**src/rtl/mem_arbiter_pkg.sv**
```systemverilog
// Shared types and constants for the byte-serial IF/MEM RAM arbiter.
package mem_arbiter_pkg;

    typedef enum logic [1:0] {
        IDLE,
        IF_RD,
        MEM_RD,
        MEM_WR
    } arb_state_e;

    localparam logic [1:0]  LEN_B    = 2'd0;
    localparam logic [1:0]  LEN_H    = 2'd1;
    localparam logic [1:0]  LEN_W    = 2'd3;
    localparam logic [2:0]  IF_BYTES = 3'd4;
    localparam logic [31:0] Zero     = '0;

    function automatic logic [2:0] len_bytes(input logic [1:0] len);
        case (len)
            LEN_B:   return 3'd1;
            LEN_H:   return 3'd2;
            LEN_W:   return 3'd4;
            default: return 3'd3;
        endcase
    endfunction

    function automatic logic [7:0] lane_byte(input logic [31:0] w, input logic [1:0] lane);
        return w[8*lane +: 8];
    endfunction

endpackage

```
**src/rtl/mem_arbiter_if.sv**
```systemverilog
// Pipeline-side and RAM-side signals of the arbiter; slave = arbiter view.
interface mem_arbiter_if #(
    parameter int unsigned ADDR_W = 32
);
    logic              if_req;
    logic [ADDR_W-1:0] if_addr;
    logic              if_done;
    logic [31:0]       if_inst;
    logic              mem_req;
    logic              mem_we;
    logic [1:0]        mem_len;
    logic [ADDR_W-1:0] mem_addr;
    logic [31:0]       mem_wdata;
    logic              mem_done;
    logic [31:0]       mem_rdata;
    logic              jump_flag;
    logic [7:0]        ram_din;
    logic [7:0]        ram_dout;
    logic [ADDR_W-1:0] ram_a;
    logic              ram_wr;
    logic              stall_req_if;
    logic              stall_req_mem;

    modport slave (
        input  if_req, if_addr, mem_req, mem_we, mem_len, mem_addr, mem_wdata,
               jump_flag, ram_din,
        output if_done, if_inst, mem_done, mem_rdata, ram_dout, ram_a, ram_wr,
               stall_req_if, stall_req_mem
    );

    modport master (
        output if_req, if_addr, mem_req, mem_we, mem_len, mem_addr, mem_wdata,
               jump_flag, ram_din,
        input  if_done, if_inst, mem_done, mem_rdata, ram_dout, ram_a, ram_wr,
               stall_req_if, stall_req_mem
    );

endinterface

```
**src/rtl/mem_arbiter.sv**
```systemverilog
// Byte-serial arbiter sharing one 8-bit RAM port between fetch and load/store.
// Define MEM_ARB_IO_STALL_EN to add io_buffer_full back-pressure on IO-region stores.
module mem_arbiter
    import mem_arbiter_pkg::*;
#(
    parameter int unsigned ADDR_W     = 32,
    parameter int unsigned IO_SEL_BIT = 17
) (
    input  logic clk,
    input  logic rst,
`ifdef MEM_ARB_IO_STALL_EN
    input  logic io_buffer_full,
`endif
    mem_arbiter_if.slave bus
);

    arb_state_e        state_q, state_d;
    logic [2:0]        cnt_q, cnt_d;
    logic [2:0]        n_q, n_d;
    logic [ADDR_W-1:0] base_q, base_d;
    logic [31:0]       wdata_q, wdata_d;
    logic [31:0]       buf_q, buf_d;
    logic              if_done_q, if_done_d;
    logic              mem_done_q, mem_done_d;
    logic [31:0]       if_inst_q, if_inst_d;
    logic [31:0]       mem_rdata_q, mem_rdata_d;
    logic              ram_wr_q, ram_wr_d;
    logic [ADDR_W-1:0] ram_a_q, ram_a_d;
    logic [7:0]        ram_dout_q, ram_dout_d;

    logic [2:0]        cnt_inc;
    logic [1:0]        lane_rd;
    logic [1:0]        lane_wr;
    logic              io_full;
    logic              io_region;
    logic              io_stall;

    assign cnt_inc = cnt_q + 3'd1;
    assign lane_rd = cnt_q[1:0] - 2'd1;
    assign lane_wr = cnt_q[1:0] + 2'd1;

`ifdef MEM_ARB_IO_STALL_EN
    assign io_full = io_buffer_full;
`else
    assign io_full = 1'b0;
`endif
    assign io_region = (ram_a_q[IO_SEL_BIT -: 2] == 2'b11);
    // Gates the already-registered strobe so a full IO buffer blocks the byte this cycle.
    assign io_stall  = (state_q == MEM_WR) && io_full && io_region;

    always_comb begin
        state_d     = state_q;
        cnt_d       = cnt_q;
        n_d         = n_q;
        base_d      = base_q;
        wdata_d     = wdata_q;
        buf_d       = buf_q;
        if_done_d   = 1'b0;
        mem_done_d  = 1'b0;
        if_inst_d   = if_inst_q;
        mem_rdata_d = mem_rdata_q;
        ram_wr_d    = ram_wr_q;
        ram_a_d     = ram_a_q;
        ram_dout_d  = ram_dout_q;

        case (state_q)
            IDLE: begin
                ram_wr_d = 1'b0;
                // A port still showing done is the request just served; skip it once.
                if (bus.mem_req && !mem_done_q) begin
                    base_d  = bus.mem_addr;
                    n_d     = len_bytes(bus.mem_len);
                    wdata_d = bus.mem_wdata;
                    cnt_d   = '0;
                    buf_d   = Zero;
                    ram_a_d = bus.mem_addr;
                    if (bus.mem_we) begin
                        state_d    = MEM_WR;
                        ram_wr_d   = 1'b1;
                        ram_dout_d = bus.mem_wdata[7:0];
                    end else begin
                        state_d = MEM_RD;
                    end
                end else if (bus.if_req && !if_done_q) begin
                    base_d  = bus.if_addr;
                    n_d     = IF_BYTES;
                    cnt_d   = '0;
                    buf_d   = Zero;
                    ram_a_d = bus.if_addr;
                    state_d = IF_RD;
                end
            end

            IF_RD, MEM_RD: begin
                if (state_q == IF_RD && bus.jump_flag) begin
                    state_d = IDLE;
                    cnt_d   = '0;
                end else begin
                    if (cnt_q != 3'd0) begin
                        buf_d[8*lane_rd +: 8] = bus.ram_din;
                    end
                    if (cnt_q == n_q) begin
                        state_d = IDLE;
                        cnt_d   = '0;
                        if (state_q == IF_RD) begin
                            if_done_d = 1'b1;
                            if_inst_d = buf_d;
                        end else begin
                            mem_done_d  = 1'b1;
                            mem_rdata_d = buf_d;
                        end
                    end else begin
                        cnt_d = cnt_inc;
                        if (cnt_inc < n_q) begin
                            ram_a_d = base_q + ADDR_W'(cnt_inc);
                        end
                    end
                end
            end

            MEM_WR: begin
                if (!io_stall) begin
                    if (cnt_q == n_q - 3'd1) begin
                        state_d    = IDLE;
                        cnt_d      = '0;
                        ram_wr_d   = 1'b0;
                        mem_done_d = 1'b1;
                    end else begin
                        cnt_d      = cnt_inc;
                        ram_wr_d   = 1'b1;
                        ram_a_d    = base_q + ADDR_W'(cnt_inc);
                        ram_dout_d = lane_byte(wdata_q, lane_wr);
                    end
                end
            end

            default: begin
                state_d  = IDLE;
                cnt_d    = '0;
                ram_wr_d = 1'b0;
            end
        endcase
    end

    always_ff @(posedge clk or posedge rst) begin
        if (rst) begin
            state_q     <= IDLE;
            cnt_q       <= '0;
            n_q         <= '0;
            base_q      <= '0;
            wdata_q     <= '0;
            buf_q       <= '0;
            if_done_q   <= 1'b0;
            mem_done_q  <= 1'b0;
            if_inst_q   <= Zero;
            mem_rdata_q <= Zero;
            ram_wr_q    <= 1'b0;
            ram_a_q     <= '0;
            ram_dout_q  <= '0;
        end else begin
            state_q     <= state_d;
            cnt_q       <= cnt_d;
            n_q         <= n_d;
            base_q      <= base_d;
            wdata_q     <= wdata_d;
            buf_q       <= buf_d;
            if_done_q   <= if_done_d;
            mem_done_q  <= mem_done_d;
            if_inst_q   <= if_inst_d;
            mem_rdata_q <= mem_rdata_d;
            ram_wr_q    <= ram_wr_d;
            ram_a_q     <= ram_a_d;
            ram_dout_q  <= ram_dout_d;
        end
    end

    assign bus.if_done       = if_done_q;
    assign bus.if_inst       = if_inst_q;
    assign bus.mem_done      = mem_done_q;
    assign bus.mem_rdata     = mem_rdata_q;
    assign bus.ram_wr        = ram_wr_q && !io_stall;
    assign bus.ram_a         = ram_a_q;
    assign bus.ram_dout      = ram_dout_q;
    assign bus.stall_req_if  = bus.if_req && !if_done_q;
    assign bus.stall_req_mem = bus.mem_req && !mem_done_q;

endmodule

```
**src/flat_wrapper.sv**
```systemverilog
// flat-port wrapper written by rule: the top's interface ports become plain ports
module mem_arbiter_flat import mem_arbiter_pkg::*;
#(
    parameter int unsigned ADDR_W     = 32,
    parameter int unsigned IO_SEL_BIT = 17
)
  (clk, rst, bus_if_req, bus_if_addr, bus_mem_req, bus_mem_we, bus_mem_len, bus_mem_addr, bus_mem_wdata, bus_jump_flag, bus_ram_din, bus_if_done, bus_if_inst, bus_mem_done, bus_mem_rdata, bus_ram_dout, bus_ram_a, bus_ram_wr, bus_stall_req_if, bus_stall_req_mem);
  mem_arbiter_if #(.ADDR_W(ADDR_W)) bus_i ();
  input  logic clk;
  input  logic rst;
  input wire logic [$bits(bus_i.if_req)-1:0] bus_if_req;
  input wire logic [$bits(bus_i.if_addr)-1:0] bus_if_addr;
  input wire logic [$bits(bus_i.mem_req)-1:0] bus_mem_req;
  input wire logic [$bits(bus_i.mem_we)-1:0] bus_mem_we;
  input wire logic [$bits(bus_i.mem_len)-1:0] bus_mem_len;
  input wire logic [$bits(bus_i.mem_addr)-1:0] bus_mem_addr;
  input wire logic [$bits(bus_i.mem_wdata)-1:0] bus_mem_wdata;
  input wire logic [$bits(bus_i.jump_flag)-1:0] bus_jump_flag;
  input wire logic [$bits(bus_i.ram_din)-1:0] bus_ram_din;
  output wire logic [$bits(bus_i.if_done)-1:0] bus_if_done;
  output wire logic [$bits(bus_i.if_inst)-1:0] bus_if_inst;
  output wire logic [$bits(bus_i.mem_done)-1:0] bus_mem_done;
  output wire logic [$bits(bus_i.mem_rdata)-1:0] bus_mem_rdata;
  output wire logic [$bits(bus_i.ram_dout)-1:0] bus_ram_dout;
  output wire logic [$bits(bus_i.ram_a)-1:0] bus_ram_a;
  output wire logic [$bits(bus_i.ram_wr)-1:0] bus_ram_wr;
  output wire logic [$bits(bus_i.stall_req_if)-1:0] bus_stall_req_if;
  output wire logic [$bits(bus_i.stall_req_mem)-1:0] bus_stall_req_mem;
  assign bus_i.if_req = bus_if_req;
  assign bus_i.if_addr = bus_if_addr;
  assign bus_i.mem_req = bus_mem_req;
  assign bus_i.mem_we = bus_mem_we;
  assign bus_i.mem_len = bus_mem_len;
  assign bus_i.mem_addr = bus_mem_addr;
  assign bus_i.mem_wdata = bus_mem_wdata;
  assign bus_i.jump_flag = bus_jump_flag;
  assign bus_i.ram_din = bus_ram_din;
  assign bus_if_done = bus_i.if_done;
  assign bus_if_inst = bus_i.if_inst;
  assign bus_mem_done = bus_i.mem_done;
  assign bus_mem_rdata = bus_i.mem_rdata;
  assign bus_ram_dout = bus_i.ram_dout;
  assign bus_ram_a = bus_i.ram_a;
  assign bus_ram_wr = bus_i.ram_wr;
  assign bus_stall_req_if = bus_i.stall_req_if;
  assign bus_stall_req_mem = bus_i.stall_req_mem;
  mem_arbiter #(.ADDR_W(ADDR_W), .IO_SEL_BIT(IO_SEL_BIT)) u_core (.clk(clk), .rst(rst), .bus(bus_i));
endmodule
```
**config.mk**
```make
export PLATFORM = sky130hd
export DESIGN_NAME = mem_arbiter_flat
export DESIGN_NICKNAME = d
export VERILOG_FILES = /design/src/rtl/mem_arbiter_pkg.sv /design/src/rtl/mem_arbiter_if.sv /design/src/rtl/mem_arbiter.sv /design/src/flat_wrapper.sv
export SDC_FILE = /design/constraint.sdc
export NUM_CORES = 1
export LEC_CHECK = 0
export CAP_MARGIN = 20
export CORE_MARGIN = 2
export CORE_UTILIZATION = 46
export DETAILED_ROUTE_END_ITERATION = 12
export PLACE_DENSITY = 0.74
export SYNTH_ARGS = -nofsm -noshare
export SYNTH_HDL_FRONTEND = slang
export SYNTH_SLANG_ARGS = --single-unit
```
**constraint.sdc**
```tcl
create_clock -name clk -period 8.8 [get_ports clk]
set_input_delay 1.32 -clock clk [delete_from_list [all_inputs] [get_ports clk]]
set_output_delay 1.32 -clock clk [all_outputs]
set_load 0.005 [all_outputs]
```
==> flow_results.org, run 1 <==
** Global route
- The number of global-route vias before repair came to 7780.
- First-pass GRT wire length :: 40600 µm
- The number of antenna violations at the first check in global routing came to 0.
- Global routing finished with a remaining overflow of 0.
- Global Route Usage Sum :: 21.0%
- Largest net degree at the start of global routing :: 134

** Finish
- After routing the design area is 0.0133 mm².
- Area of all sequential standard cells :: 0.00528 mm²
- Multi-input combinational cell area :: 0.00452 mm²
- Number of nets in the finished design :: 1260
- The number of antenna diodes in the final layout is 0.
- Counting the fill cells in the layout gives 1795.
- In the final layout, the share of cells above drive strength 1 is 10.8%.
- Relative to the synthesized area, the layout overhead comes to 31.2%.

** Clocking
- Once the clock tree was built, the setup fixing pass inserted 0 buffers.
- Clock insertion delay at the later pin of the skew report :: 0.51 ns
- Clock tree synthesis inserted a total of 23 buffers.
- TritonCTS built the clock tree.
- In this run the number of H-tree levels came out at 1.
- The number of hold buffers added after CTS was 0.
- The root buffer cell chosen for the clock tree is sky130_fd_sc_hd__clkbuf_16.
- CTS saw 211 sinks.
- Clock-pin slew was measured on the worst setup and hold paths at 0.06 ns.
- Post-CTS repair changed the size of 0 cells.
- The longest clock path from root to sink contains 3 buffers.

** Timing
- Final setup fails :: 0
- Worst Skew :: 0.0113 ns
- Portion of the clock cycle consumed by the worst path in the final layout :: 53.4%
- Hold Fails Final Rpt :: 0
- Worst hold slack across all endpoints :: 0.477 ns
- The smallest clock period supported by the final layout is computed as 4.70 ns.
- Final Max Tran Viols :: 0
- Setup repair after global routing left no endpoint under its margin.
- For the pin with the worst max-slew slack, the measured transition is 0.985 ns.
- Sum Neg Setup Slack :: 0 ns
- Peak clock frequency supported by timing :: 0.213 GHz
- The worst pin sits at a relative slew slack of 33.9%.

** Critical path
- Crit path required time :: 7.48 ns
- Crit Path Class :: primary input to primary output
- STA puts the critical path data arrival time at 3.38 ns.
- Along the worst path, the maximum fanout reaches 38.
- The number of buffers and inverters on the critical path is 3.
- The worst setup path is captured at a primary output.
- Crit-path slowest cell :: sky130_fd_sc_hd__inv_2
- Cell-by-cell trace of the critical path :: clkdlybuf4s50_1 -> nand2b_1 -> inv_2 -> clkdlybuf4s50_1
- Cell class contributing the biggest share of worst-path delay :: buffers and inverters
- The cell that appears most often on the critical path is sky130_fd_sc_hd__clkdlybuf4s50_1.
- STA classifies the critical path startpoint as a primary input.
- Largest stage delay on the critical path :: 0.71 ns

** Power and ir drop
- Pleak :: 5.62 nW
- PwrDens :: 324 mW/mm²
- VDD sags by at most 0.160 mV.

** Route
- The detailed router finished its first iteration with 634 violations.
- In the routed design, unresolved DRC markers number 0.
- Summed over all layers, the routed wires come to 24600 µm.
- Across all layers, the routed design uses 7870 vias.
- The first detailed-routing pass took 5 iterations.
- Final routed wire length divided by cell count :: 17.3 µm
- In this run the remaining antenna-violating nets after routing total 0.
- Vias per cell :: 5.53

** Job
- Total of max-cap violations :: 0

** Yosys
- Top cell types by occurrence after synthesis :: 211 x sky130_fd_sc_hd__dfrtp_1, 146 x sky130_fd_sc_hd__nand2_1, 132 x sky130_fd_sc_hd__o21ai_0
- Synth top area share :: 52.1%
- Count of mapped cells out of synthesis :: 938
- Yosys instantiated no cell more often than sky130_fd_sc_hd__dfrtp_1.
- Yosys printed 0 warnings.
- Counting flops with an async set or reset pin after synthesis yields a share of 100%.
- The synthesized design contains 211 register bits.
- The number of different library cells used by synthesis comes to 58.
- Counting flops with a built-in enable in the synthesized netlist gives 0.
- For this run, the leading register cell type out of synthesis is sky130_fd_sc_hd__dfrtp_1.
- By area the synthesized netlist is led by sky130_fd_sc_hd__dfrtp_1 52%, sky130_fd_sc_hd__o21ai_0 6.5%, sky130_fd_sc_hd__mux2_2 6.0%, sky130_fd_sc_hd__nand2_1 5.4%, sky130_fd_sc_hd__mux2i_1 4.8%.
- When the netlist entered floorplanning its net count stood at 1071.
- Of the synthesized area, sequential elements account for 52.1%.
- Leading area contributor after synthesis :: sky130_fd_sc_hd__dfrtp_1
- Cell area after synthesis :: 0.0101 mm²
- Dividing the synthesized area by the synthesized cell count gives 10.8 µm².

** Floorplan
- After floorplanning, the core was divided into 54 placement rows.
- The initial utilization of the core area, before any placement, comes to 46.6%.
- Placeable core area :: 0.0218 mm²
- Die Span X :: 152 µm
- Vert. Die Dim :: 152 µm
- IO Pins :: 221
- The die covers 0.0232 mm².

** Run status
- Result of the run :: completed

** Placement
- Count of input and output buffers :: 220
- Half-perimeter wire length after detailed placement :: 17000 µm
- The congestion estimate from routability-driven global placement came to 0.802.
- Post-DP Area :: 0.0125 mm²

** Worst hold path
- Path category of the worst min-delay check :: register to register
==> sequential cells by signal, summed over array words and instances (netlist names) <==
name                  count
u_core.bus.mem_rdata     32
u_core.bus.mem_done       1
u_core.bus.ram_a         32
u_core.bus.if_inst       32
u_core.bus.if_done        1
u_core.base_q            32
u_core.cnt_q              3
u_core.n_q                3
u_core.wdata_q           32
u_core.bus.ram_dout       8
u_core.buf_q             32
u_core.bus.ram_wr         1
u_core.state_q            2
==> placed cells by master, fill, tap and decap left out, drive strengths merged, types with 3 or more instances in the layout <==
| cell | n |
|---|---|
| o21a | 11 |
| a21oi | 10 |
| ha | 20 |
| clkdlybuf4s50 | 220 |
| nand3 | 15 |
| nor3 | 12 |
| buf | 8 |
| nor4 | 11 |
| o21ai | 136 |
| mux2i | 49 |
| a22oi | 33 |
| nor2 | 7 |
| xnor2 | 7 |
| a22o | 34 |
| mux2 | 56 |
| o31a | 15 |
| nand4 | 3 |
| inv | 21 |
| dfrtp | 211 |
| nand2 | 147 |
| clkbuf | 32 |
| nor2b | 6 |
| and4 | 3 |
| nand2b | 5 |
| and3 | 10 |
| bufinv | 3 |
| xor2 | 7 |
| o31ai | 14 |
| a211oi | 3 |
| mux4 | 8 |
| clkinv | 5 |
==> kinds of logic after synthesis <==
logic type	Yosys count	synth area share [%]
XOR/XNOR	15	1.44
flip-flops	211	52.1
multiplexers	113	12.8
adder cells (fa/ha/maj)	21	2.67
AND/OR/NAND/NOR	230	10.8
buffers and inverters	84	3.40
AO/OA/AOI/OAI	264	16.7
==> path summary, 6_finish.rpt <==
kind | start | end | slack [ns] | cells after the start
max | bus_mem_req | bus_stall_req_mem | 4.10 | 4
min | u_core.bus.mem_rdata[31]$_DFFE_PP0P_ | u_core.bus.mem_rdata[31]$_DFFE_PP0P_ | 0.48 | 2
max reg2reg | u_core.cnt_q[0]$_DFFE_PP0P_ | u_core.bus.ram_a[7]$_DFFE_PP0P_ | 4.50 | 8
min reg2reg | u_core.bus.mem_rdata[31]$_DFFE_PP0P_ | u_core.bus.mem_rdata[31]$_DFFE_PP0P_ | 0.48 | 2
max in group asynchronous | rst | u_core.bus.ram_a[10]$_DFFE_PP0P_ | 6.09 | 4
min in group asynchronous | rst | u_core.wdata_q[9]$_DFFE_PP0P_ | 1.37 | 2
==> worst register-to-register path, cell delays in order, from the launching register on <==
cell and delay [ns]:
sky130_fd_sc_hd__dfrtp_1 0.86, sky130_fd_sc_hd__inv_1 0.26, sky130_fd_sc_hd__ha_1 0.92, sky130_fd_sc_hd__ha_1 0.37, sky130_fd_sc_hd__nor2b_1 0.13, sky130_fd_sc_hd__o21a_1 0.16, sky130_fd_sc_hd__o31a_1 0.48, sky130_fd_sc_hd__nor2_4 0.59
sky130_fd_sc_hd__mux2_2 0.42
==> layout make-up <==
| type | instances | area share (%) |
|---|---|---|
| Sequential cell | 211 | 39.7 |
| Multi-Input combinational cell | 643 | 34.0 |
| Clock buffer | 32 | 4.88 |
| Timing Repair Buffer | 228 | 17.3 |
| Clock inverter | 9 | 0.932 |
| Tap cell | 280 | 2.63 |
| Inverter | 20 | 0.621 |
==> stage by stage <==
step | setup slack [ns] | cells | util, % | power [mW]
floorplan | 1.71 | 938 | - | 2.64
global placement | 4.13 | 1380 | 57.3 | 3.29
detailed placement | 4.11 | 1380 | 57.3 | 3.33
finish | 4.10 | 1423 | 61.1 | 4.30
global route | 4.02 | 1423 | 61.1 | 4.60
CTS | 4.11 | 1421 | 60.9 | 4.33
==> power by group <==
part / total (mW) / switching [mW] / internal, mW
clock network: 0.987 / 0.384 / 0.602
logic: 1.73 / 0.807 / 0.922
registers: 1.59 / 0.268 / 1.32
==> layer usage <==
layer / wire (µm) / track usage (%)
met5: 0 / 0
met4: 525 / 4.89
met2: 11400 / 33.9
met1: 11200 / 29.7
met3: 1440 / 3.98
Note: power is estimated with default switching activity, not from simulation.
==> inputs of run 2 (changes only) <==
--- a/config.mk
+++ b/config.mk
@@ -9,7 +9,7 @@
 export CORE_MARGIN = 2
 export CORE_UTILIZATION = 46
 export DETAILED_ROUTE_END_ITERATION = 12
-export PLACE_DENSITY = 0.74
+export PLACE_DENSITY = 0.77
 export SYNTH_ARGS = -nofsm -noshare
 export SYNTH_HDL_FRONTEND = slang
 export SYNTH_SLANG_ARGS = --single-unit
==> constraint.sdc (replaced) <==
create_clock -name clk -period 3.9 [get_ports clk]
set_input_delay 0.585 -clock clk [delete_from_list [all_inputs] [get_ports clk]]
set_output_delay 0.585 -clock clk [all_outputs]
set_load 0.005 [all_outputs]
==> flow_results.org, run 2 (synthesis results as in run 1) <==
** Finish
- The fraction of final layout cells sized beyond drive strength 1 came to 11.5% (+0.74 points).
- The number of diodes added for antenna fixing was 0 (unchanged).
- Synth-to-layout area growth :: 32.0%
- The final core utilization is 61.5% (+0.36 points).
- Number of nets in the finished design :: 1265 (+0.40%)
- The library cells used most frequently in the layout, excluding fill and tap cells, are 220 x sky130_fd_sc_hd__clkdlybuf4s50_1, 211 x sky130_fd_sc_hd__dfrtp_1, 145 x sky130_fd_sc_hd__nand2_1.
- The final non-filler cell area came to 0.0134 mm² (+0.59%).
- The fill cell instance count of the final layout came to 1770 (-1.4%).
- Most common cell after layout, fill and taps aside :: sky130_fd_sc_hd__clkdlybuf4s50_1

** Critical path
- Worst setup slack for register-to-register paths :: 0.77 ns (-3.73 ns)
- Cell-by-cell trace of the critical path :: inv_1 -> ha_1 -> ha_1 -> nor2b_1 -> o21a_1 -> o31a_1 -> nor2_4 -> mux2_2
- The cell family contributing the most delay on the critical path is simple AND/OR/NAND/NOR gates.
- Largest stage delay on the critical path :: 0.55 ns (-0.16 ns)
- Cell mode on critical path :: sky130_fd_sc_hd__ha_1
- Endpoint of the lowest-slack register-to-register path :: u_core.bus.ram_a[5]$_DFFE_PP0P_
- In this run the worst setup path begins at u_core.cnt_q[0]$_DFFE_PP0P_.
- The arrival time reported for the critical path endpoint is 3.51 ns (+0.13 ns).
- Reg2reg start :: u_core.cnt_q[0]$_DFFE_PP0P_
- The buffer and inverter count on the worst path was 1 (-2).
- The critical path data required time came to 4.28 ns (-3.20 ns).
- Crit Path Class :: register to register
- For this design, the slowest cell found on the critical path is sky130_fd_sc_hd__nor2_4.
- The depth of the worst register-to-register path came to 8 (unchanged).
- The maximum net fanout on the critical path was 18 (-53%).
- The worst setup path is launched from a register.
- Nature of the critical path endpoint :: register

** Worst hold path
- Number of instances on the worst hold path :: 2 (unchanged)
- Start point of the worst hold path :: u_core.bus.ram_dout[2]$_DFFE_PP0P_
- Path category of the worst min-delay check :: register to register
- End point of the most critical hold path :: u_core.bus.ram_dout[2]$_DFFE_PP0P_

** Route
- The count of vias placed by the detailed router came to 7877 (+0.089%).
- The number of detailed-route iterations in the first pass came to 5 (unchanged).
- The total length of routed wires was 25800 µm (+4.7%).
- The average detailed-routed wire length per instance came to 18.1 µm (+4.3%).
- The remaining design rule violation count is 0 (unchanged).
- Remaining number of nets flagged by the antenna check after routing :: 0 (unchanged)
- Starting DRT DRC Count :: 446 (-30%)
- Vias per cell :: 5.52 (-0.26%)

** Placement
- Pre-CTS setup slack :: 0.762 ns (-3.35 ns)
- The weighted congestion at the end of routability-driven global placement is 0.801 (-0.12%).
- Half-perimeter wire length after detailed placement :: 18200 µm (+7.0%)
- The number of port buffers came to 220 (unchanged).
- Post-DP Area :: 0.0126 mm² (+0.69%)

** Global route
- The pin count of the biggest net entering global routing was 66 (-51%).
- Number of global-route vias before repair :: 7916 (+1.7%)
- Global Route Usage Sum :: 22.0% (+1.0 points)
- The first-pass GRT wire length came to 42100 µm (+3.8%).
- Initial antenna violation count :: 0 (unchanged)
- The total congestion overflow after global routing came to 0 (unchanged).

** Clocking
- Cts hold-fix bufs :: 0 (unchanged)
- TritonCTS Sinks :: 211 (unchanged)
- Root buf cell :: sky130_fd_sc_hd__clkbuf_16
- The TritonCTS buffer count was 22 (-4.3%).
- TritonCTS clock tree :: yes
- Post-CTS resize count :: 0 (unchanged)
- H-Tree Depth :: 1 (unchanged)
- The maximum root-to-sink buffer count was 3 (unchanged).
- Clock insertion delay at the later pin of the skew report :: 0.50 ns (about the same)
- Clock transition time at the flip-flop clock pins of the worst setup and hold paths :: 0.06 ns (about the same)
- Buffer count from post-CTS setup fixing :: 0 (unchanged)

** Floorplan
- The number of cell rows is 54 (unchanged).
- IO Pins :: 221 (unchanged)
- The starting density of the core came to 46.6% (unchanged).
- The die area was 0.0232 mm² (unchanged).
- The die extent in x was 152 µm (unchanged).
- Placeable core area :: 0.0218 mm² (unchanged)
- The die span in y came to 152 µm (unchanged).

** Timing
- Final setup fails :: 0 (unchanged)
- The smallest clock period supported by the final layout is computed as 3.13 ns.
- Portion of the clock cycle consumed by the worst path in the final layout :: 80.3%
- The final worst-path setup slack is 0.768 ns (-3.34 ns).
- Actual transition at the worst max-transition pin :: 0.984 ns (-0.000637 ns)
- Hold Fails Final Rpt :: 0 (unchanged)
- Headroom to the max-slew limit :: 33.9% (+0.043 points)
- The final count of pins violating max slew was 0 (unchanged).
- Setup repair after global routing left no endpoint under its margin.
- Peak clock frequency supported by timing :: 0.319 GHz
- The largest clock skew in the final design is 0.00855 ns (-0.00272 ns).
- The setup TNS was 0 ns (unchanged).

** Job
- Total of max-cap violations :: 0 (unchanged)

** Power and ir drop
- PwrDens :: 733 mW/mm² (+130%)
- Pleak :: 5.65 nW (+0.61%)
- The worst supply voltage drop on vdd was 0.436 mV (+170%).

** Run status
- Result of the run :: completed
## run 2: worst register-to-register path: stages (launching register included)
cell and delay [ns]:
sky130_fd_sc_hd__dfrtp_1 0.46, sky130_fd_sc_hd__inv_1 0.15, sky130_fd_sc_hd__ha_1 0.38, sky130_fd_sc_hd__ha_1 0.28
sky130_fd_sc_hd__nor2b_1 0.13, sky130_fd_sc_hd__o21a_1 0.17, sky130_fd_sc_hd__o31a_1 0.47, sky130_fd_sc_hd__nor2_4 0.55
sky130_fd_sc_hd__mux2_2 0.41
## run 2: area by class of cell
class                           count  area, µm²  share of cell area, %
Sequential cell                   211       5280                   39.5
Multi-Input combinational cell    643       4520                   33.8
Timing Repair Buffer              234       2360                   17.6
Clock buffer                       33        703                   5.26
Tap cell                          280        350                   2.62
Clock inverter                      7       90.1                  0.674
Inverter                           20       78.8                  0.589
## run 2: stage by stage
step / std cells / hold WS, ns / power (mW)
2_1_floorplan: 938 / 0.456 / 5.97
3_3_place_gp: 1387 / 0.460 / 7.45
3_5_place_dp: 1387 / 0.469 / 7.59
4_1_cts: 1427 / 0.482 / 9.88
5_1_grt: 1428 / 0.507 / 10.5
6_report: 1428 / 0.476 / 9.80
## run 2: how the worst max path moves through the flow
stage	cells past startpoint	slack [ns]	to
2_1_floorplan	1	0.57	u_core.base_q[0]$_DFFE_PP0P_
3_3_place_gp	8	0.83	u_core.bus.ram_a[29]$_DFFE_PP0P_
3_5_place_dp	8	0.76	u_core.bus.ram_a[6]$_DFFE_PP0P_
4_1_cts	8	0.74	u_core.bus.ram_a[27]$_DFFE_PP0P_
5_1_grt	8	0.58	u_core.bus.ram_a[29]$_DFFE_PP0P_
6_report	8	0.77	u_core.bus.ram_a[5]$_DFFE_PP0P_
## run 2: where the power goes
part | switching [mW] | total, mW | internal [mW]
logic | 1.87 | 3.97 | 2.11
registers | 0.615 | 3.60 | 2.98
clock network | 0.856 | 2.23 | 1.38
## run 2: routing by layer
metal	global-route usage [%]	share of wire, %	vias to the layer above
met2	36.7	48	272
met4	4.81	1.7	0
met1	30.9	44	3800
met3	3.27	5.7	31
met5	0	0	-
li1	-	-	3774
==> edit 1 (settings of run 2) <==
`ADDR_W` is set to 32 in 3 places; all go to 64.
--- a/src/rtl/mem_arbiter_if.sv
+++ b/src/rtl/mem_arbiter_if.sv
@@ -2,3 +2,3 @@
 interface mem_arbiter_if #(
-    parameter int unsigned ADDR_W = 32
+    parameter int unsigned ADDR_W = 64
 );
--- a/src/rtl/mem_arbiter.sv
+++ b/src/rtl/mem_arbiter.sv
@@ -5,3 +5,3 @@
 #(
-    parameter int unsigned ADDR_W     = 32,
+    parameter int unsigned ADDR_W     = 64,
     parameter int unsigned IO_SEL_BIT = 17
--- a/src/flat_wrapper.sv
+++ b/src/flat_wrapper.sv
@@ -3,3 +3,3 @@
 #(
-    parameter int unsigned ADDR_W     = 32,
+    parameter int unsigned ADDR_W     = 64,
     parameter int unsigned IO_SEL_BIT = 17
Interface: changed (resized bus_if_addr, bus_mem_addr and bus_ram_a); port bits go from 221 to 317. The function was not compared with the original's and may differ.
==> edit 1 against run 2 <==
Worst hold slack got worse by 0.021 ns; total power rose by 51%; synthesized area rose by 36%; count of clock-buffer cells in the layout rose by 5; worst setup slack got worse by 0.30 ns; routed wire length rose by 50%; final area rose by 38%; sequential cell count rose by 64; critical path type unchanged.
==> edit 1: results (changes against run 2) <==
Global routing
  – Vias in the first global route: 11512 (+45%)
  – Initial antenna violation count: 3 (+3)
  – Total track usage: 0.2470 (+0.02683)
  – Largest net degree at the start of global routing: 109 (+65%)
  – First-pass GRT wire length: 61540 microns (+46%)

Clock network
  – CTS Buf Count: 30 (+36%)
  – Clock Latency Late Sink: 0.56 ns (+0.06 ns)
  – Postcts setup bufs: 0 (unchanged)

Logic synthesis
  – Syn Area/Cell: 9.697 sq um (-10%)
  – Top cells by area, synth: dfrtp_1 50%, mux2i_1 5.9%, nand2_1 5.5%
  – Synth cell types: 65 (+12%)
  – Sequential share of the synthesized area: 0.5005 (-0.02053)
  – Mapped Nets: 1615 (+51%)
  – Top post-synthesis cells by count: 275 x dfrtp_1, 202 x nand2_1, 134 x o21ai_0

Detailed routing
  – Avg WL per Cell: 18.35 microns (+1.6%)
  – Via count: 11748 (+49%)
  – Initial DRC count: 870 (+95%)
  – Vias/cell: 5.573 (+1.0%)

Worst setup path
  – Crit path DAT: 3.85 ns (+0.34 ns)
  – Critical Path Fanout Max: 10 (-8)
  – R2r setup slk: 0.46 ns (-0.30 ns)
  – Critical R2R Launch: u_core.cnt_q[1]$_DFFE_PP0P_
  – CP max stage cell: o41a_1
  – Max incr delay on CP: 0.50 ns (-0.05 ns)
  – R2r endpoint: u_core.bus.ram_a[36]$_DFFE_PP0P_
  – Critical path's top delay family: compound AO/OA/AOI/OAI gates

Power and ir drop
  – Peak supply drop: 0.0004500 V (+3.2%)
  – Leak pwr: 7.629 nW (+35%)
  – Logic power comb: 6.54 mW (+65%)
  – Switching power: 5.506 mW (+65%)
  – Register share of total power: 0.349 (-0.018)

Layout
  – Area grow syn2layout: 33.75%
  – Post-layout nets: 1890 (+49%)
  – Layout cell share with drive strength beyond 1: 0.08105 (-0.03393)

Timing
  – Final Skew: 0.01017 ns (+0.001628 ns)
  – Tightest Pin Transition: 1.040 ns (+0.05566 ns)
  – Final hold slack: 0.4551 ns (-0.02088 ns)

Status
  – Outcome: completed

Placement
  – PortBufs: 316 (+44%)
  – Final Wtd Congestion: 0.8489 (+6.0%)
  – DP Area: 0.01730 sq mm (+38%)
  – Worst slack, placed: 0.4987 ns (-0.2629 ns)
  – Final HPWL DP: 27440 microns (+51%)

Min path
  – HP Class: input pin to async pin
[edit 1: cell count changes after synthesis, sizes merged, moves of 19 or more]
cell | run 2 | this run
a21oi | 10 | 103
clkbuf | 42 | 68
nand2 | 147 | 202
dfrtp | 211 | 275
nand3 | 15 | 34
mux2 | 56 | 35
nor2 | 7 | 123
mux2i | 49 | 81
[edit 1: kinds of logic after synthesis]
family / count (synthesis) / synth area share
compound gates: 374 / 0.1674
simple gates: 464 / 0.1508
xor+xnor: 38 / 0.02520
mux: 124 / 0.1007
buf+inv: 122 / 0.03576
fa+ha+maj: 21 / 0.01965
flops: 275 / 0.5005
[edit 1: how the worst max path moves through the flow]
stage / to / slack, ns / cells after the start
after floorplan: u_core.base_q[0]$_DFFE_PP0P_ / -0.32 / 1
after global placement: u_core.bus.ram_a[59]$_DFFE_PP0P_ / 0.60 / 10
after detailed placement: u_core.bus.ram_a[59]$_DFFE_PP0P_ / 0.50 / 10
after CTS: u_core.bus.ram_a[59]$_DFFE_PP0P_ / 0.49 / 10
after global routing: u_core.bus.ram_a[36]$_DFFE_PP0P_ / 0.31 / 10
final: u_core.bus.ram_a[36]$_DFFE_PP0P_ / 0.46 / 10
[edit 1: area by class of cell]
type                       instances  area share
antenna                            3   0.0004082
sequential                       275      0.3742
tap                              390     0.02653
clock buffer                      38     0.04579
timing repair buffer             340      0.1859
inverter                          25    0.005443
multi-input combinational       1021      0.3487
clock inverter                    16     0.01313
[edit 1: metal layers]
metal	GRT usage	vias to the layer above	wire, microns
met3	0.04661	69	2658
met1	0.3314	5678	16450
met4	0.08643	0	1328
li1	-	5604	-
met5	0	-	0
met2	0.4023	397	18250
==> edit 2 (config.mk and constraints of run 2) <==
Made on the original files. `wdata_q` no longer has a reset.
--- a/src/rtl/mem_arbiter.sv
+++ b/src/rtl/mem_arbiter.sv
@@ -150,3 +150,2 @@
             base_q      <= '0;
-            wdata_q     <= '0;
             buf_q       <= '0;
@@ -164,3 +163,2 @@
             base_q      <= base_d;
-            wdata_q     <= wdata_d;
             buf_q       <= buf_d;
@@ -174,2 +172,6 @@
         end
+    end
+
+    always_ff @(posedge clk) begin
+        wdata_q <= wdata_d;
     end
Formal check against the unedited RTL: no difference found for any inputs over 4 cycles, from zero or initial values and one cycle with rst high; that may be too few to reach the edited logic, so the function may still have changed.
==> edit 2 against run 2 <==
Routed wire length down 6.7%; die area is 4.1% lower; total power up 0.26%; fmax shrank 8.8%; final area fell by 3.3%; synthesized area shrank 4.2%; worst setup slack lost 0.30 ns; sequential cell count unchanged.
==> edit 2: results (changes against run 2) <==
Status
  – Outcome: completed

Worst setup path
  – CP max stage cell: dfrtp_1
  – Crit path DAT: 3.81 ns (+0.30 ns)
  – Max incr delay on CP: 0.61 ns (+0.06 ns)
  – Critical path's top delay family: simple AND/OR/NAND/NOR gates
  – Critical Path Fanout Max: 11 (-7)

Min path
  – HP Class: input pin to async pin

Layout
  – Layout cell share with drive strength beyond 1: 0.06737 (-0.04762)
  – Fill cells: 1716 (-3.1%)
  – Post-layout nets: 1261 (-0.32%)
  – ANT cells: 0 (unchanged)

Logic synthesis
  – Asr flop ratio synth: 0.8483 (-0.1517)
  – Sequential share of the synthesized area: 0.5601 (+0.03911)
  – Top cells by area, synth: dfrtp_1 46%, edfxtp_1 9.9%, o21ai_0 5.4%
  – Mapped Nets: 1058 (-1.2%)
  – Ys Warns: 0 (unchanged)
  – Post-synth EDFFs: 32 (+32)
  – Top post-synthesis cells by count: 179 x dfrtp_1, 123 x nand2_1, 104 x o21ai_0
  – Synth cell types: 51 (-12%)

Placement
  – PortBufs: 220 (unchanged)
  – Final HPWL DP: 17100 microns (-6.0%)
  – Final Wtd Congestion: 0.8335 (+4.1%)

Timing
  – Worst slew margin: 0.3868 (+0.04726)
  – Final Skew: 0.006243 ns (-0.002302 ns)

Global routing
  – Vias in the first global route: 7459 (-5.8%)
  – Largest net degree at the start of global routing: 77 (+17%)
  – First-pass GRT wire length: 39100 microns (-7.2%)
  – Total track usage: 0.2183 (-0.001904)
  – Overflow after GRT: 0 (unchanged)
  – Initial antenna violation count: 0 (unchanged)

Clock network
  – Clock Pin Slew Worst Setup and Hold Paths: 0.06 ns (about the same)
  – Htree depth: 1 (unchanged)
  – Postcts setup bufs: 0 (unchanged)
  – Max Root-Sink Buffers: 3 (unchanged)
  – Resized cells post-CTS: 0 (unchanged)
  – Clock Latency Late Sink: 0.49 ns
  – Clk root buf: clkbuf_16
  – CTS Buf Count: 22 (unchanged)

Detailed routing
  – Via count: 7653 (-2.8%)
  – Avg WL per Cell: 16.97 microns (-6.1%)
  – TritonRoute pass-1 iters: 5 (unchanged)
  – Routed Antenna Nets: 0 (unchanged)
  – Initial DRC count: 523 (+17%)

Power and ir drop
  – Peak supply drop: 0.0004595 V (+5.3%)
  – Leak pwr: 5.400 nW (-4.4%)
[edit 2: cell count changes in the layout (fill, tap and decap cells not counted), sizes merged, moves of 8 or more]
cell / change
a21oi: +63
xnor2: +12
nand4: +12
nor2: +73
o31ai: -13
edfxtp: +32
o31a: -14
o21a: -8
o21ai: -31
mux2i: -8
mux2: -53
dfrtp: -32
nand2: -22
[edit 2: cells by family after synthesis]
kind of cell,share of synthesized area
mux,0.06428
simple gates,0.1251
xor+xnor,0.03027
flops,0.5601
fa+ha+maj,0.02911
compound gates,0.1590
buf+inv,0.03220
[edit 2: layout make-up]
cell class / count / share of cell area
flip-flops and latches: 211 / 0.4206
inverters: 21 / 0.006385
multi-input cells: 636 / 0.3082
clock buffers: 32 / 0.05176
repair buffers: 235 / 0.1809
well taps: 275 / 0.02660
clock inverters: 8 / 0.005514
[edit 2: path summary, 6_finish.rpt]
kind,startpoint,end,slack [ns],cells past startpoint
min in group clk,u_core.bus.ram_a[22]$_DFFE_PP0P_,u_core.bus.ram_a[22]$_DFFE_PP0P_,0.48,2
max reg2reg,u_core.cnt_q[0]$_DFFE_PP0P_,u_core.bus.ram_a[30]$_DFFE_PP0P_,0.47,11
min reg2reg,u_core.bus.ram_a[22]$_DFFE_PP0P_,u_core.bus.ram_a[22]$_DFFE_PP0P_,0.48,2
max,u_core.cnt_q[0]$_DFFE_PP0P_,u_core.bus.ram_a[30]$_DFFE_PP0P_,0.47,11
min,rst,u_core.bus.mem_rdata[24]$_DFFE_PP0P_,0.35,2
max in group asynchronous,rst,u_core.base_q[10]$_DFFE_PP0P_,2.72,3
[edit 2: per-layer routing]
layer	track usage	wire (microns)
met1	0.3016	10540
met2	0.3535	11480
met4	0.06000	528
met3	0.04404	1509
met5	0	0
[edit 2: per-stage QoR]
step                instance area (sq um)  utilization  setup WS, ns  cells  power, mW
floorplan                            9717            -        0.9534    924      5.862
global placement                    12190       0.5837        0.6275   1378      7.613
detailed placement                  12190       0.5837        0.4802   1378      7.766
CTS                                 12930       0.6192        0.4761   1418      9.909
global route                        12930       0.6192        0.1498   1418      10.56
finish                              12930       0.6192        0.4662   1418      9.826
[edit 2: power by group]
group	internal, mW	switching, mW	leakage [nW]
Combinational	2.03	2.01	2.49
Clock	1.26	0.839	0.368
Sequential	3.11	0.581	2.54
Total	6.39	3.43	5.40
